==> config.mk <==
export PLATFORM = sky130hd
export DESIGN_NAME = wb_irq_ctrl
export DESIGN_NICKNAME = d
export VERILOG_FILES = /design/src/rtl/wb_irq_ctrl.sv
export SDC_FILE = /design/constraint.sdc
export NUM_CORES = 1
export LEC_CHECK = 0
export ABC_AREA = 0
export BUFFER_PORTS_ARGS = -buffer_cell sky130_fd_sc_hd__buf_2
export CAP_MARGIN = 40
export CELL_PAD_IN_SITES_DETAIL_PLACEMENT = 1
export CELL_PAD_IN_SITES_GLOBAL_PLACEMENT = 1
export CORE_MARGIN = 1
export CORE_UTILIZATION = 41
export DETAILED_ROUTE_END_ITERATION = 6
export HOLD_SLACK_MARGIN = 0.12
export PLACE_DENSITY_LB_ADDON = 0.2
export SLEW_MARGIN = 15
export SYNTH_ARGS = -nofsm -noshare
export SYNTH_HDL_FRONTEND = slang
export SYNTH_SLANG_ARGS = --single-unit
export TNS_END_PERCENT = 10
==> constraint.sdc <==
create_clock -name clk -period 4.79 [get_ports clk]
set_clock_uncertainty 0.1 [all_clocks]
set_input_delay 0.479 -clock clk [delete_from_list [all_inputs] [get_ports clk]]
set_output_delay 0.479 -clock clk [all_outputs]
set_load 0.005 [all_outputs]
==> src/rtl/wb_irq_ctrl.sv <==
// Wishbone interrupt controller: per-source pending/enable/mode registers, lowest-index claim.
// Latency: one-cycle Wishbone ack; irq_i edge -> PENDING next edge -> irq_o/irq_id_o one edge later.
// Backpressure: a new access is accepted only when ack is low, so each access takes at least 2 cycles.
// Optional build macro WB_IRQ_CTRL_SWI_EN enables the software-set (SWSET) register at 0x10.
module wb_irq_ctrl #(
  parameter int N_IRQ = 16
) (
  input  logic             clk,
  input  logic             rstn_i,
  input  logic             wb_cyc_i,
  input  logic             wb_stb_i,
  input  logic             wb_we_i,
  input  logic [31:0]      wb_adr_i,
  input  logic [31:0]      wb_dat_i,
  output logic [31:0]      wb_dat_o,
  output logic             wb_ack_o,
  input  logic [N_IRQ-1:0] irq_i,
  output logic             irq_o,
  output logic [4:0]       irq_id_o
);

  // Word offsets decoded from wb_adr_i[4:2]
  localparam logic [2:0] SEL_PEND  = 3'd0;
  localparam logic [2:0] SEL_EN    = 3'd1;
  localparam logic [2:0] SEL_MODE  = 3'd2;
  localparam logic [2:0] SEL_CLAIM = 3'd3;
  localparam logic [2:0] SEL_SWSET = 3'd4;

  // Architectural state
  logic [N_IRQ-1:0] r_pending;
  logic [N_IRQ-1:0] r_enable;
  logic [N_IRQ-1:0] r_mode;      // 1 = edge, 0 = level
  logic [N_IRQ-1:0] r_prev;      // previous irq_i sample for edge detection
  logic             r_ack;
  logic [31:0]      r_dat;
  logic             r_irq;
  logic [4:0]       r_irq_id;

  // Bus decode
  logic             w_acc;
  logic             w_wr;
  logic             w_rd;
  logic [2:0]       w_sel;
  logic [N_IRQ-1:0] w_wdat;
  logic             w_unused_bits;

  // Interrupt datapath
  logic [N_IRQ-1:0] w_pe;
  logic             w_any;
  logic [4:0]       w_id;
  logic [N_IRQ-1:0] w_edge;
  logic [N_IRQ-1:0] w_w1c;
  logic [N_IRQ-1:0] w_claim_clr;
  logic [N_IRQ-1:0] w_swset;
  logic [N_IRQ-1:0] w_mode_nxt;
  logic [N_IRQ-1:0] w_lvl2edge;
  logic [N_IRQ-1:0] w_edge_set;
  logic [N_IRQ-1:0] w_edge_hold;
  logic [N_IRQ-1:0] w_pend_nxt;
  logic [31:0]      w_rdat;

  // An access is taken on any strobed cycle where the previous one is not being acked
  assign w_acc  = wb_cyc_i & wb_stb_i & ~r_ack;
  assign w_wr   = w_acc & wb_we_i;
  assign w_rd   = w_acc & ~wb_we_i;
  assign w_sel  = wb_adr_i[4:2];
  assign w_wdat = wb_dat_i[N_IRQ-1:0];

  // Address bits outside [4:2] and data bits above N_IRQ carry no meaning
  assign w_unused_bits = ^{wb_adr_i[31:5], wb_adr_i[1:0], wb_dat_i};

  assign w_pe   = r_pending & r_enable;
  assign w_any  = |w_pe;
  assign w_edge = irq_i & ~r_prev;

  // Lowest-numbered pending-and-enabled source; scanning downward lets the lowest index win
  always_comb begin
    w_id = '0;
    for (int i = N_IRQ - 1; i >= 0; i--) begin
      if (w_pe[i]) w_id = 5'(i);
    end
  end

  // Clear sources: W1C on PENDING and the bit named by a CLAIM read
  always_comb begin
    w_w1c       = '0;
    w_claim_clr = '0;
    if (w_wr && (w_sel == SEL_PEND)) w_w1c = w_wdat;
    for (int i = 0; i < N_IRQ; i++) begin
      w_claim_clr[i] = w_rd && (w_sel == SEL_CLAIM) && w_any && (w_id == 5'(i));
    end
  end

  // Software set is only a real register when the option is compiled in
  always_comb begin
    w_swset = '0;
`ifdef WB_IRQ_CTRL_SWI_EN
    if (w_wr && (w_sel == SEL_SWSET)) w_swset = w_wdat;
`else
    w_swset = '0;
`endif
  end

  // Pending next-state: edge bits set-dominant over clears, level bits follow irq_i,
  // and a bit switching level->edge starts out clear
  always_comb begin
    w_mode_nxt  = r_mode;
    if (w_wr && (w_sel == SEL_MODE)) w_mode_nxt = w_wdat;
    w_lvl2edge  = w_mode_nxt & ~r_mode;
    w_edge_set  = w_edge | w_swset;
    w_edge_hold = r_pending & ~(w_w1c | w_claim_clr);
    w_pend_nxt  = ((r_mode & (w_edge_set | w_edge_hold)) | (~r_mode & irq_i)) & ~w_lvl2edge;
  end

  // Read data mux; bits at or above N_IRQ read as zero via zero-extension
  always_comb begin
    w_rdat = '0;
    case (w_sel)
      SEL_PEND:  w_rdat = 32'(r_pending);
      SEL_EN:    w_rdat = 32'(r_enable);
      SEL_MODE:  w_rdat = 32'(r_mode);
      SEL_CLAIM: w_rdat = {w_any, 26'b0, w_id};
      default:   w_rdat = '0;
    endcase
  end

  // Bus handshake and register file update; read data is held only for the ack cycle
  always_ff @(posedge clk) begin
    if (!rstn_i) begin
      r_ack    <= 1'b0;
      r_dat    <= '0;
      r_enable <= '0;
      r_mode   <= '0;
    end else begin
      r_ack  <= w_acc;
      r_dat  <= w_rd ? w_rdat : 32'd0;
      r_mode <= w_mode_nxt;
      if (w_wr && (w_sel == SEL_EN)) r_enable <= w_wdat;
    end
  end

  // Source sampling and pending state
  always_ff @(posedge clk) begin
    if (!rstn_i) begin
      r_prev    <= '0;
      r_pending <= '0;
    end else begin
      r_prev    <= irq_i;
      r_pending <= w_pend_nxt;
    end
  end

  // Registered interrupt outputs, one edge behind PENDING
  always_ff @(posedge clk) begin
    if (!rstn_i) begin
      r_irq    <= 1'b0;
      r_irq_id <= '0;
    end else begin
      r_irq    <= w_any;
      r_irq_id <= w_id;
    end
  end

  assign wb_ack_o = r_ack;
  assign wb_dat_o = r_dat;
  assign irq_o    = r_irq;
  assign irq_id_o = r_irq_id;

endmodule

==> results.toml <==
[routing]
drcViolationCount = 0
vias = 3708
wl_um = 11700
drt_pass1_iterations = 5
drt-wirelength-per-cell_um = 17.3
first_iter_violations = 175
via_per_inst = 5.48
ant_nets = 0

[pwr]
p_sw_frac = 0.229
p_sw_uw = 344
p_int_uw = 1160
ir_worst_vdd_uv = 167
leakage_uw = 0.00195
clkPwrFrac = 0.430
seqPwrFrac = 0.503
power_density_nw_per_um2 = 315
power_frac_comb = 0.067

[critical_path]
path_max_fanout = 27
arrival_ps = 2870
crit_chain = "buf_2 -> nand4b_1 -> buf_4 -> o311a_1 -> a41oi_1 -> a31oi_1"
slowest_stage = "nand4b_1"
end_kind = "register"
critPathLaunchType = "primary input"
worst_path_largest_cell_delay_ps = 770
required_ps = 4920
critical_path_class = "primary input to register"

[clock_tree]
cts_hold_buffers = 0
post_cts_resized = 0
cts_tree = "yes"
cts_sinks = 87
numCtsBuffers = 9
clockBufferDepth = 2
cts_root_buf = "clkbuf_8"
cts_max_level = 3
clk_pin_slew_ps = 80
insertion_delay_ps = 380
postCtsSetupBuffers = 0

[synthesis]
yosysTopAreaCell = "dfxtp_1"
ys_seq_area_frac = 0.421
syn_inst = 481
ys.flop_type = "dfxtp_1"
yosysWarnings = 0
syn-cell-area_um2 = 4140
ys_top_cells_by_area = "dfxtp_1 (42%), nand2_1 (7.2%), mux2i_1 (5.6%), a21oi_1 (3.6%), and2_1 (3.5%)"
ys_async_sr_fraction = 0
synth_cell_types = 53
synth_top_area_share = 0.421
synth_enable_flop_cells = 0
avgSynthCellArea_um2 = 8.61
ys_seq_elements = 87
yosysMostFrequentCell = "dfxtp_1"
synth_common_cells = "dfxtp_1 (87), nand2_1 (79), nor2_1 (36)"

[hold_path]
hold_path_class = "primary input to register"

[global_routing]
grt_first_pass_wirelength_um = 18900
antenna_found_initial = 0
grt_pass1_vias = 3715
grt_max_degree = 72
track_usage = 0.242
grt_remaining_overflow = 0

[floorplanning]
fp.dieH_um = 102
fp.dieW_um = 102
rows = 36
core_area_um2 = 9770
dieArea_um2 = 10500
start_util = 0.424
ios = 124

[cells_and_area]
area_growth_pct = 15.3
num_antenna_cells = 0
fin_cells = 677
nets = 624
nFillCells = 1225
drive_gt1_frac = 0.173

[sta]
finalCritPeriodShare = 0.571
fin_crit_ps = 2730
fin_tns_setup_ps = 0
fmax_mhz = 366
rsz0062_at_grt = "no"
worst_pin_slew_ps = 751
final_hold_viol_count = 0
slew_violations = 0
setup_viol = 0
slew_headroom = 0.495

[outcome]
run_status = "finished clean"

[placed_design]
dp_cells = 661
io_buffers = 62
dp_hpwl_um = 8130
gp_congestion = 0.953

[job]
drv_cap = 0
through the flow:
stage	hold slack [ps]	worst slack [ps]	util	instance area [um2]	total power, uW
global route	202	1850	0.488	4770	1560
finish	209	2060	0.488	4770	1500
global placement	388	1720	0.462	4510	868
CTS	192	2010	0.488	4770	1510
detailed placement	404	1590	0.462	4520	872
floorplan	367	2670	-	4200	837
routing by layer:
layer	vias to the layer above	routed length (um)	part of all wire	track usage
li1	1807	-	-	-
met1	1795	5360	0.46	0.296
met2	91	5510	0.47	0.408
met3	15	596	0.051	0.0664
met4	0	248	0.021	0.0824
met5	-	0	0	0
cell type report:
class	instances	area, um2	area share
Timing Repair Buffer	69	360	0.0755
Clock inverter	5	104	0.0218
Tap cell	133	166	0.0349
Inverter	8	30.0	0.00629
Clock buffer	11	151	0.0317
Sequential cell	87	1740	0.365
Multi-Input combinational cell	364	2220	0.465
flip-flops by register name, indices dropped and copies added, names as in the netlist:
signal / flops
wb_dat_o: 17
r_pending: 16
r_mode: 16
wb_ack_o: 1
r_prev: 16
irq_o: 1
r_enable: 16
irq_id_o: 4
logic make-up after synthesis:
| group | synth area share |
|---|---|
| AO/OA/AOI/OAI | 0.211 |
| buffers and inverters | 0.0565 |
| flip-flops | 0.421 |
| multiplexers | 0.0665 |
| other | 0.000906 |
| AND/OR/NAND/NOR | 0.245 |
worst paths after layout:
check	slack, ps	startpoint	cells past startpoint	endpoint
setup / recovery	2060	wb_adr_i[3]	6	r_pending[12]
hold / removal	210	irq_i[7]	2	r_prev[7]
setup reg to reg	2270	wb_ack_o	6	r_pending[12]
hold reg to reg	420	r_prev[1]	3	r_pending[1]
cell usage in the layout, fill, tap and decap left out, drive strengths merged, types with 2 or more instances in the layout:
cell type | netlist | routed
a211oi | 4 | 4
a21boi | 17 | 17
a21o | 2 | 2
a21oi | 30 | 30
a22o | 6 | 6
a22oi | 5 | 5
a311oi | 3 | 3
a31oi | 8 | 8
a32oi | 5 | 5
a41oi | 5 | 5
and2 | 23 | 23
and3 | 3 | 3
and4b | 2 | 2
buf | 21 | 69
bufinv | 0 | 3
clkbuf | 16 | 11
clkinv | 0 | 2
conb | 1 | 16
dfxtp | 87 | 87
inv | 8 | 8
mux2i | 23 | 23
mux4 | 2 | 2
nand2 | 79 | 79
nand2b | 6 | 6
nand3 | 9 | 9
nand3b | 2 | 2
nand4 | 6 | 6
nor2 | 36 | 36
nor2b | 22 | 22
nor3 | 5 | 5
nor4b | 2 | 2
o211a | 2 | 2
o211ai | 9 | 9
o21ai | 9 | 9
o311a | 5 | 5
o31ai | 2 | 2
or3 | 3 | 3
critical path, delay by kind of cell:
family                 cells  cell delay [ps]
AND/OR/NAND/NOR            1              770
buffers and inverters      2             1040
AO/OA/AOI/OAI              3              540
power by group through the flow:
stage	clock network [uW]	registers, uW	logic, uW
2_1_floorplan	0	767	70.5
3_3_place_gp	0	770	97.8
3_5_place_dp	0	771	101
4_1_cts	658	755	102
5_1_grt	690	758	114
6_report	645	755	101
Note: power is estimated with default switching activity, not from simulation.
